==> src/rtl/dmem_arbiter.sv <==
// Round-robin arbiter sharing a single-port data memory between the LSU (port 0)
// and a DMA/debug requester (port 1), with bounded burst locking and address checking.

// Per-port response register: one-cycle-latency rvalid/rdata/err.
module dmem_arb_rsp (
  input  logic        clk,
  input  logic        rst_n,
  input  logic        gnt,
  input  logic        we,
  input  logic        err,
  input  logic [31:0] mem_rdata,
  output logic        rvalid,
  output logic [31:0] rdata,
  output logic        rerr
);
  always_ff @(posedge clk or negedge rst_n) begin
    if (!rst_n) begin
      rvalid <= 1'b0;
      rdata  <= '0;
      rerr   <= 1'b0;
    end else begin
      rvalid <= gnt;
      if (gnt) begin
        rerr  <= err;
        rdata <= (!we && !err) ? mem_rdata : '0;
      end
    end
  end
endmodule

module dmem_arbiter #(
  parameter int MEM_WORDS = 1024,
  parameter int MAX_BURST = 4
) (
  input  logic        clk,
  input  logic        rst_n,
  input  logic        p0_req,
  input  logic        p0_we,
  input  logic [31:0] p0_addr,
  input  logic [31:0] p0_wdata,
  input  logic        p0_lock,
  output logic        p0_gnt,
  output logic        p0_rvalid,
  output logic [31:0] p0_rdata,
  output logic        p0_err,
  input  logic        p1_req,
  input  logic        p1_we,
  input  logic [31:0] p1_addr,
  input  logic [31:0] p1_wdata,
  input  logic        p1_lock,
  output logic        p1_gnt,
  output logic        p1_rvalid,
  output logic [31:0] p1_rdata,
  output logic        p1_err,
  output logic        mem_we,
  output logic [31:0] mem_addr,
  output logic [31:0] mem_wdata,
  input  logic [31:0] mem_rdata
);
  localparam int NP = 2;
  localparam int CW = $clog2(MAX_BURST + 1);
  localparam logic [31:0] ADDR_LIM = 32'(4 * MEM_WORDS);

  logic [NP-1:0]        req, we, lock, gnt, rvalid, rerr;
  logic [NP-1:0][31:0]  addr, wdata, rdata;

  logic          last_gnt, owner_locked;
  logic [CW-1:0] burst_cnt;

  logic        win, gnt_any, err;
  logic [31:0] w_addr;

  // Requests are gated by reset so nothing is granted while it is asserted.
  assign req   = {p1_req, p0_req} & {NP{rst_n}};
  assign we    = {p1_we, p0_we};
  assign lock  = {p1_lock, p0_lock};
  assign addr  = {p1_addr, p0_addr};
  assign wdata = {p1_wdata, p0_wdata};

  always_comb begin
    win = 1'b0;
    if (req == 2'b11)
      win = (owner_locked && burst_cnt < CW'(MAX_BURST)) ? last_gnt : ~last_gnt;
    else
      win = req[1];
  end

  assign gnt_any = |req;
  assign gnt[0]  = gnt_any && !win;
  assign gnt[1]  = gnt_any && win;
  assign w_addr  = addr[win];
  assign err     = (w_addr[1:0] != 2'b00) || (w_addr >= ADDR_LIM);

  assign mem_we    = gnt_any && we[win] && !err;
  assign mem_addr  = gnt_any ? w_addr : '0;
  assign mem_wdata = gnt_any ? wdata[win] : '0;

  always_ff @(posedge clk or negedge rst_n) begin
    if (!rst_n) begin
      last_gnt     <= 1'b1;
      owner_locked <= 1'b0;
      burst_cnt    <= '0;
    end else if (gnt_any) begin
      last_gnt     <= win;
      owner_locked <= lock[win];
      // Count continues through a locked run even when uncontested, saturating.
      if (win == last_gnt && owner_locked)
        burst_cnt <= (burst_cnt == CW'(MAX_BURST)) ? burst_cnt : burst_cnt + 1'b1;
      else
        burst_cnt <= CW'(1);
    end
  end

  for (genvar n = 0; n < NP; n++) begin : g_rsp
    dmem_arb_rsp u_rsp (
      .clk       (clk),
      .rst_n     (rst_n),
      .gnt       (gnt[n]),
      .we        (we[n]),
      .err       (err),
      .mem_rdata (mem_rdata),
      .rvalid    (rvalid[n]),
      .rdata     (rdata[n]),
      .rerr      (rerr[n])
    );
  end

  assign p0_gnt    = gnt[0];
  assign p1_gnt    = gnt[1];
  assign p0_rvalid = rvalid[0];
  assign p1_rvalid = rvalid[1];
  assign p0_rdata  = rdata[0];
  assign p1_rdata  = rdata[1];
  assign p0_err    = rerr[0];
  assign p1_err    = rerr[1];
endmodule

==> config.mk <==
export PLATFORM = sky130hd
export DESIGN_NAME = dmem_arbiter
export DESIGN_NICKNAME = d
export VERILOG_FILES = /design/src/rtl/dmem_arbiter.sv
export SDC_FILE = /design/constraint.sdc
export NUM_CORES = 1
export LEC_CHECK = 0
export CAP_MARGIN = 15
export CORE_AREA = 3 3 116 118
export DETAILED_ROUTE_END_ITERATION = 7
export DIE_AREA = 0 0 119 121
export DONT_BUFFER_PORTS = 1
export PLACE_DENSITY = 0.53
export SLEW_MARGIN = 20
export SYNTH_ARGS = -nofsm -noshare
export SYNTH_HDL_FRONTEND = slang
export SYNTH_SLANG_ARGS = --single-unit
==> constraint.sdc <==
create_clock -name clk -period 2.6 [get_ports clk]
set_clock_uncertainty 0.1 [all_clocks]
set_input_delay 0.39 -clock clk [delete_from_list [all_inputs] [get_ports clk]]
set_output_delay 0.39 -clock clk [all_outputs]
set_load 0.005 [all_outputs]
Word-level counts from Yosys, hierarchy flattened
Index checks and enable logic that the tools add are counted.
{ "classes": {"addsub": 1, "magnitude_cmp": 3, "n_eq_ne": 4, "n_mux": 16, "bitwise_logic": 2, "n_reduce_logical": 16} }
{ "ops": {"columns": ["op", "n"], "rows": [
  ["$mux W32", 8],
  ["$ge A32 B13 Y1 const B", 1],
  ["$logic_and A1 B1 Y1", 8],
  ["$mux W1", 6],
  ["$mux W3", 2],
  ["$logic_not A1 Y1", 4],
  ["$add A3 B1 Y3 const B", 1],
  ["$eq A3 B3 Y1 const B", 1],
  ["$lt A3 B3 Y1 const B", 1],
  ["$and A2 B2 Y2", 1],
  ["$eq A2 B2 Y1 const B", 1],
  ["$lt A1 B2 Y1 const B", 1],
  ["$ne A2 B2 Y1 const B", 1],
  ["$reduce_and A2 Y1", 1],
  ["$reduce_bool A2 Y1", 1],
  ["$reduce_or A2 Y1", 1],
  ["$eq A1 B1 Y1", 1],
  ["$logic_or A1 B1 Y1", 1],
  ["$not A1 Y1", 1]
]} }
{ "totals": {"register_bits": 73, "input_bits": 168, "out_inout_bits": 135, "elab_cells": 51} }

Depth between registers and ports, before layout
Gate-level depths: netlist of run 1.
{ "logic_depth": {"word_depth": 11, "ltp_mapped": 8} }

Cells and area by module
From an unflattened synthesis of run 1, not the netlist that was laid out.
{ "unflattened": {"hier_cells": 552, "area_unflattened_um2": 4519.3} }
{ "modules_own_cells": {"columns": ["mod", "instances", "cells_each", "area_each_um2", "seq_area_each_um2"], "rows": [
  ["dmem_arb_rsp", 2, 143, 1582.8, 850.8],
  ["dmem_arbiter", 1, 266, 1353.8, 126.4]
]} }

Worst setup path after synthesis of run 1
OpenSTA, ideal clock, no wires.
{ "synth_timing": {"path_kind": "register -> output", "startpoint": "reg last_gnt", "endpoint": "out mem_we", "arrival_ns": 1.507, "required_time_ns": 2.110, "slack_ns": 0.603, "stages_incl_launch_ff": 7, "cell_sequence": "dfstp_2 nand4bb_1 o2111ai_2 buf_4 buf_6 nor3_2 o2bb2ai_1"} }
{ "synth_via": {"elab_chain_cells": 9, "word_cells_on_any_way": 13} }
{ "synth_lines": {"columns": ["item", "line", "source"], "rows": [
  ["start: declaration", "67", "logic last_gnt, owner_locked;"],
  ["start signal: assignment", "104", "last_gnt <= win;"],
  ["$not A1 Y1", "83", "win = (owner_locked && burst_cnt < CW'(MAX_BURST)) ? last_gnt : ~last_gnt;"],
  ["$mux W1 (*)", "83", null],
  ["$mux W1 (*)", "82", "if (req == 2'b11)"],
  ["$mux W32 (implied by the code) (2 in series)", "91", "assign w_addr = addr[win];"],
  ["$ge A32 B13 Y1 or $reduce_bool A2 Y1 (tied branches)", "92", "assign err = (w_addr[1:0] != 2'b00) || (w_addr >= ADDR_LIM);"],
  ["$logic_or A1 B1 Y1", "92", null],
  ["$logic_not A1 Y1", "94", "assign mem_we = gnt_any && we[win] && !err;"],
  ["$logic_and A1 B1 Y1 (*)", "94", null],
  ["end: declaration", "55", "output logic mem_we,"]
]} }
Mark *: on every way between the ends. The rest lies on a longest branch, timed or not. The select of a mux whose other input is x is not followed.

Worst setup path in the final report of run 1
Same ends and word-level chain as after synthesis.

==> results.tsv, run 1 <==
metric	value	unit
status	finished clean	
cp_data_required_time	2.11	ns
insertion_delay	0.33	ns
antenna_found_initial	1	
place_ws	0.339	ns
row_count	41	
synthesis.area	0.00416	mm²
cts_tree	built	
initial_core_util	0.331	
fin_nets	716	
hpwlAfterDp	10900	µm
syn-num-nets	731	
grt_util_all_layers	0.192	
totalWireLength	15100	µm
tns	0	ns
synthArstFlopShare	1.00	
yosys.cell_types.count	38	
crit_chain	nand4bb_4 -> o2111ai_4 -> buf_12 -> nor3_2 -> o2bb2ai_1 -> buf_4	
via_per_inst	5.58	
areaGrowthSynthToFinish	13.4	%
grt_pass1_vias	3765	
p_per_area	619	mW/mm²
die_area	0.0144	mm²
peakVddDrop	242	µV
post-route-min-period	2.47	ns
cts_sinks	73	
critPathMaxFanout	20	
hold_violations	0	
netlist_top_cells_count	nand2_1, dfrtp_1, o21ai_1	
max_slew.worst_pin.slew	0.592	ns
finalSetupViolations	0	
path_class	flip-flop to primary output	
fin_worst_hold_slack	0.0809	ns
ys_ff_latch	73	
hold_class	primary input to flip-flop	
clock-root-buffer	clkbuf_16	
die_y	121	µm
detail_route.wl_per_cell	20.9	µm
max_cap_violations	0	
drtAntennaViolNets	0	
grt_max_degree	74	
clockBufferDepth	2	
core	0.0126	mm²
arrival	1.98	ns
htreeDepth	3	
dpl_cell_area	0.00429	mm²
via_count	4031	
power	2920	µW
drive_gt1_frac	0.0817	
die_w	119	µm
drt_first_iter_violations	302	
syn_area_per_cell	7.41	µm²
crit_path_end_kind	primary output	
critPathMaxStageDelay	0.59	ns
gr-total-overflow	0	
power_leakage	0.00202	µW
synth_top_area_share	0.433	
diodes	0	
max_freq	0.404	GHz
synth-main-ff-cell	dfrtp_1	
io_pins	303	
synthCells	561	
ys_seq_area_frac	0.440	
synth.area.top_cells	dfrtp_1, nand2_1, o21ai_1, nand3b_1, a21oi_1	
min_period_over_period	0.951	
fill_cells	1309	
portBuffers	0	
dr.pass1.iters	5	
cts_buffers	9	
place_congestion	0.844	
yosysMostFrequentCell	nand2_1	
grt_pass1_wl	21700	µm
path_clk_slew	0.06	ns
cp-start-kind	flip-flop	
synth_edf_count	0	
yosys_warnings	0	
max_slew_margin	0.606	
rsz0062_at_grt	false	
yosys.area.top_type	dfrtp_1	
drc	0	
report.final.slew_viol_count	0	
cpMaxStageDelayCell	dfstp_2	
timing.final.ws_setup	0.127	ns
fin_area	0.00471	mm²
-- per-stage QoR --
stage | cells | util
after floorplan | 561 | -
after global placement | 701 | 0.342
after detailed placement | 701 | 0.342
after CTS | 719 | 0.368
after global routing | 723 | 0.375
final | 723 | 0.375
-- worst paths after layout --
check / from / endpoint / slack, ns / cells past startpoint
max in group asynchronous: rst_n / last_gnt / 1.55 / 2
min reg2reg: last_gnt / last_gnt / 0.41 / 2
min in group asynchronous: rst_n / g_rsp[1].u_rsp.rdata[8] / 0.51 / 2
max: last_gnt / mem_we / 0.13 / 6
min: mem_rdata[1] / g_rsp[1].u_rsp.rdata[1] / 0.08 / 2
max reg2reg: last_gnt / g_rsp[0].u_rsp.rerr / 0.44 / 6
-- power breakdown --
part           switching, µW  internal, µW
Clock                    473           722
Sequential              34.7          1160
Combinational            336           187
-- cell usage in the layout, fill, tap and decap left out, drive strengths merged, types with 2 or more instances in the layout --
cell / synthesis / layout
nand2: 234 / 234
dfrtp: 72 / 72
o21ai: 65 / 65
a21oi: 36 / 36
nand3: 33 / 33
nand3b: 33 / 33
buf: 27 / 16
clkbuf: 18 / 14
nor4: 10 / 10
nor2: 5 / 5
clkinv: 0 / 4
inv: 4 / 3
nor2b: 2 / 2
ha: 2 / 2
nand4: 2 / 2
-- routing by layer --
layer	part of all wire	routed length, µm	vias up	GRT usage
li1	-	-	1841	-
met1	0.37	5600	1938	0.226
met2	0.51	7660	222	0.325
met3	0.091	1370	30	0.0587
met4	0.031	467	0	0.0782
met5	0	0	-	0
-- critical path, delay by kind of cell, from the launching register on --
family | cells | cell delay (ns)
flops | 1 | 0.59
compound gates | 2 | 0.32
buf+inv | 2 | 0.35
simple gates | 2 | 0.38
-- layout make-up --
type,instances,area (µm²),share of cell area
multi-input combinational,439,2120,0.450
sequential,73,1830,0.388
clock buffer,12,267,0.0565
timing repair buffer,19,241,0.0512
tap,172,215,0.0456
clock inverter,4,26.3,0.00557
inverter,4,16.3,0.00345
-- cells by family after synthesis --
group	Yosys count	share of synthesized area
adder cells (fa/ha/maj)	2	0.00602
AND/OR/NAND/NOR	325	0.350
flip-flops	73	0.440
buffers and inverters	49	0.0590
AO/OA/AOI/OAI	110	0.140
XOR/XNOR	1	0.00211
multiplexers	1	0.00271
-- state kept, by name, indices dropped and copies added, names as in the netlist --
| register | count |
|---|---|
| g_rsp.u_rsp.rdata | 64 |
| owner_locked | 1 |
| last_gnt | 1 |
| burst_cnt | 3 |
| g_rsp.u_rsp.rerr | 2 |
| g_rsp.u_rsp.rvalid | 2 |
-- repair_timing --
action | CTS | global route
resized for setup | 1 | 3
pin swaps | 0 | 1
setup buffers | 0 | 2
endpoints found under the setup margin | 1 | 57
hold buffers | 2 | 0
hold endpoints to repair | 73 | 0
gates cloned | 0 | 2
(Power assumes the default switching activity.)
==> inputs of run 2 (changes only) <==
--- a/config.mk
+++ b/config.mk
@@ -10,7 +10,8 @@
 export DETAILED_ROUTE_END_ITERATION = 7
 export DIE_AREA = 0 0 119 121
 export DONT_BUFFER_PORTS = 1
-export PLACE_DENSITY = 0.53
+export PLACE_DENSITY_LB_ADDON = 0.12
+export RECOVER_POWER = 50
 export SLEW_MARGIN = 20
 export SYNTH_ARGS = -nofsm -noshare
 export SYNTH_HDL_FRONTEND = slang
==> run 2 against run 1 <==
  * The run now ends with capacitance limit, slew limit left
  * Highest routed layer unchanged
  * Die area is the same
  * Total power is 1.9% lower
  * Wire length is 3.3% lower
  * Non-clock buffer count rose by 1
  * Flip-flop and latch count stayed put
  * Combinational power shrank 5.2%
  * Utilization down 0.59 points
  * Critical path depth is 1 lower
  * Hold slack worse by 0.00094 ns
  * First-iteration DRC count up 8.9%
  * Fmax grew 0.42%
  * Setup slack better by 0.010 ns
==> results.tsv, run 2 (synthesized netlist as in run 1, its figures left out) <==
metric	value	unit	change
min_period_over_period	0.947		was 0.951
via_count	3941		was 4031
grt_pass1_vias	3618		was 3765
cts_sinks	73		unchanged
arrival	1.97	ns	was 1.98 ns
fin_nets	717		was 716
report.final.slew_viol_count	74		was 0
dr.pass1.iters	4		was 5
max_cap_violations	1		was 0
drtAntennaViolNets	0		unchanged
cp-start-kind	flip-flop		unchanged
row_count	41		unchanged
io_pins	303		unchanged
core	0.0126	mm²	unchanged
reg_top3	g_rsp.u_rsp.rdata: 64 flops, burst_cnt: 3 flops		unchanged
drt_first_iter_violations	329		was 302
insertion_delay	0.33	ns	about the same
rsz0062_at_grt	true		was false
path_class	flip-flop to primary output		unchanged
violations	capacitance limit, slew limit		
areaGrowthSynthToFinish	11.6	%	was 13.4%
max_slew_margin	-0.127		was 0.606
antenna_found_initial	1		unchanged
timing.final.ws_setup	0.137	ns	was 0.127 ns
finalSetupViolations	0		unchanged
grt_max_degree	74		unchanged
cp_data_required_time	2.11	ns	about the same
final_common_cell	nand2_1		unchanged
clockBufferDepth	2		unchanged
drc	0		unchanged
die_w	119	µm	unchanged
largest_register_ffs	64		unchanged
place_ws	0.188	ns	was 0.339 ns
p_per_area	617	mW/mm²	was 619 mW/mm²
multiInputGateArea	0.00210	mm²	was 0.00212 mm²
status	finished with violations		was finished clean
die_y	121	µm	unchanged
grt_util_all_layers	0.191		was 0.192
peakVddDrop	272	µV	was 242 µV
fin_worst_hold_slack	0.0800	ns	was 0.0809 ns
totalWireLength	14600	µm	was 15100 µm
path_clk_slew	0.06	ns	about the same
cts_buffers	9		unchanged
die_area	0.0144	mm²	unchanged
place_congestion	0.767		was 0.844
detail_route.wl_per_cell	20.2	µm	was 20.9 µm
gr-total-overflow	0		unchanged
grt_pass1_wl	21300	µm	was 21700 µm
hold_class	primary input to flip-flop		unchanged
hold_violations	0		unchanged
portBuffers	0		unchanged
critPathMaxFanout	50		was 20
cts_tree	built		unchanged
post-route-min-period	2.46	ns	was 2.47 ns
crit_path_end_kind	primary output		unchanged
layout.area.seq	0.00183	mm²	about the same
drive_gt1_frac	0.0762		was 0.0817
hpwlAfterDp	10700	µm	was 10900 µm
clock-root-buffer	clkbuf_16		unchanged
final_cell_mix	nand2_1, dfrtp_1, o21ai_1, a21oi_1		unchanged
htreeDepth	3		unchanged
via_per_inst	5.45		was 5.58
diodes	0		unchanged
fill_cells	1347		was 1309
power_leakage	0.00199	µW	was 0.00202 µW
max_slew.worst_pin.slew	1.69	ns	was 0.592 ns
regMostFlops	g_rsp.u_rsp.rdata		unchanged
initial_core_util	0.331		unchanged
max_freq	0.406	GHz	was 0.404 GHz
==> run 2: through the flow <==
| step | util | TNS, ns | std cells | power, µW | cell area (µm²) |
|---|---|---|---|---|---|
| 2_1_floorplan | - | 0 | 561 | 1580 | 4160 |
| 3_3_place_gp | 0.340 | 0 | 702 | 1660 | 4280 |
| 3_5_place_dp | 0.340 | 0 | 702 | 1670 | 4280 |
| 4_1_cts | 0.371 | 0 | 723 | 2910 | 4660 |
| 5_1_grt | 0.369 | -0.0588 | 723 | 3020 | 4640 |
| 6_report | 0.369 | 0 | 723 | 2860 | 4640 |
==> run 2: power breakdown <==
group	internal (µW)	switching, µW
clock	717	453
sequential	1160	31.9
combinational	171	325
==> run 2: final timing paths <==
kind,from,to,slack [ns],cells after the start
worst max-delay path,last_gnt,mem_wdata[31],0.14,5
worst min-delay path,mem_rdata[6],g_rsp[1].u_rsp.rdata[6],0.08,2
worst max register to register,last_gnt,g_rsp[0].u_rsp.rerr,0.54,6
worst min register to register,g_rsp[0].u_rsp.rdata[23],g_rsp[0].u_rsp.rdata[23],0.40,2
max in group asynchronous,rst_n,g_rsp[0].u_rsp.rdata[19],0.41,2
min in group asynchronous,rst_n,g_rsp[1].u_rsp.rdata[8],0.94,2
==> run 2: layer usage <==
| layer | track usage | wire, µm | part of all wire |
|---|---|---|---|
| met3 | 0.0578 | 1310 | 0.090 |
| met1 | 0.234 | 5740 | 0.39 |
| met5 | 0 | 0 | 0 |
| met4 | 0.0485 | 138 | 0.0095 |
| met2 | 0.328 | 7410 | 0.51 |
==> run 2: cell type report <==
class	count	share of cell area
multi-input combinational	439	0.453
sequential	73	0.394
timing repair buffer	20	0.0421
clock inverter	2	0.00270
clock buffer	13	0.0582
tap	172	0.0464
inverter	4	0.00350
==> run 2: critical path: stages (launching register included) <==
cell and delay, ns:
dfstp_2 0.58, nand2_1 0.10, o2111ai_4 0.29, buf_6 0.37, nand2_1 0.10, a21oi_1 0.20
==> run 2: timing repair <==
item | 4_1_cts | 5_1_grt
endpoints found under the setup margin | 56 | 29
endpoints found under the hold margin | 73 | 0
hold buffers | 2 | 0
cloned | 1 | 0
gates resized for setup | 2 | 1
buffers inserted | 3 | 0
pin swaps | 1 | 1
==> inputs of run 3 (changes only) <==
--- a/config.mk
+++ b/config.mk
@@ -10,6 +10,7 @@
 export DETAILED_ROUTE_END_ITERATION = 7
 export DIE_AREA = 0 0 119 121
 export DONT_BUFFER_PORTS = 1
+export GPL_ROUTABILITY_DRIVEN = 0
 export PLACE_DENSITY_LB_ADDON = 0.12
 export RECOVER_POWER = 50
 export SLEW_MARGIN = 20
==> results of run 3 <==
The final DEF is identical to that of run 2; final timing and power are the same.
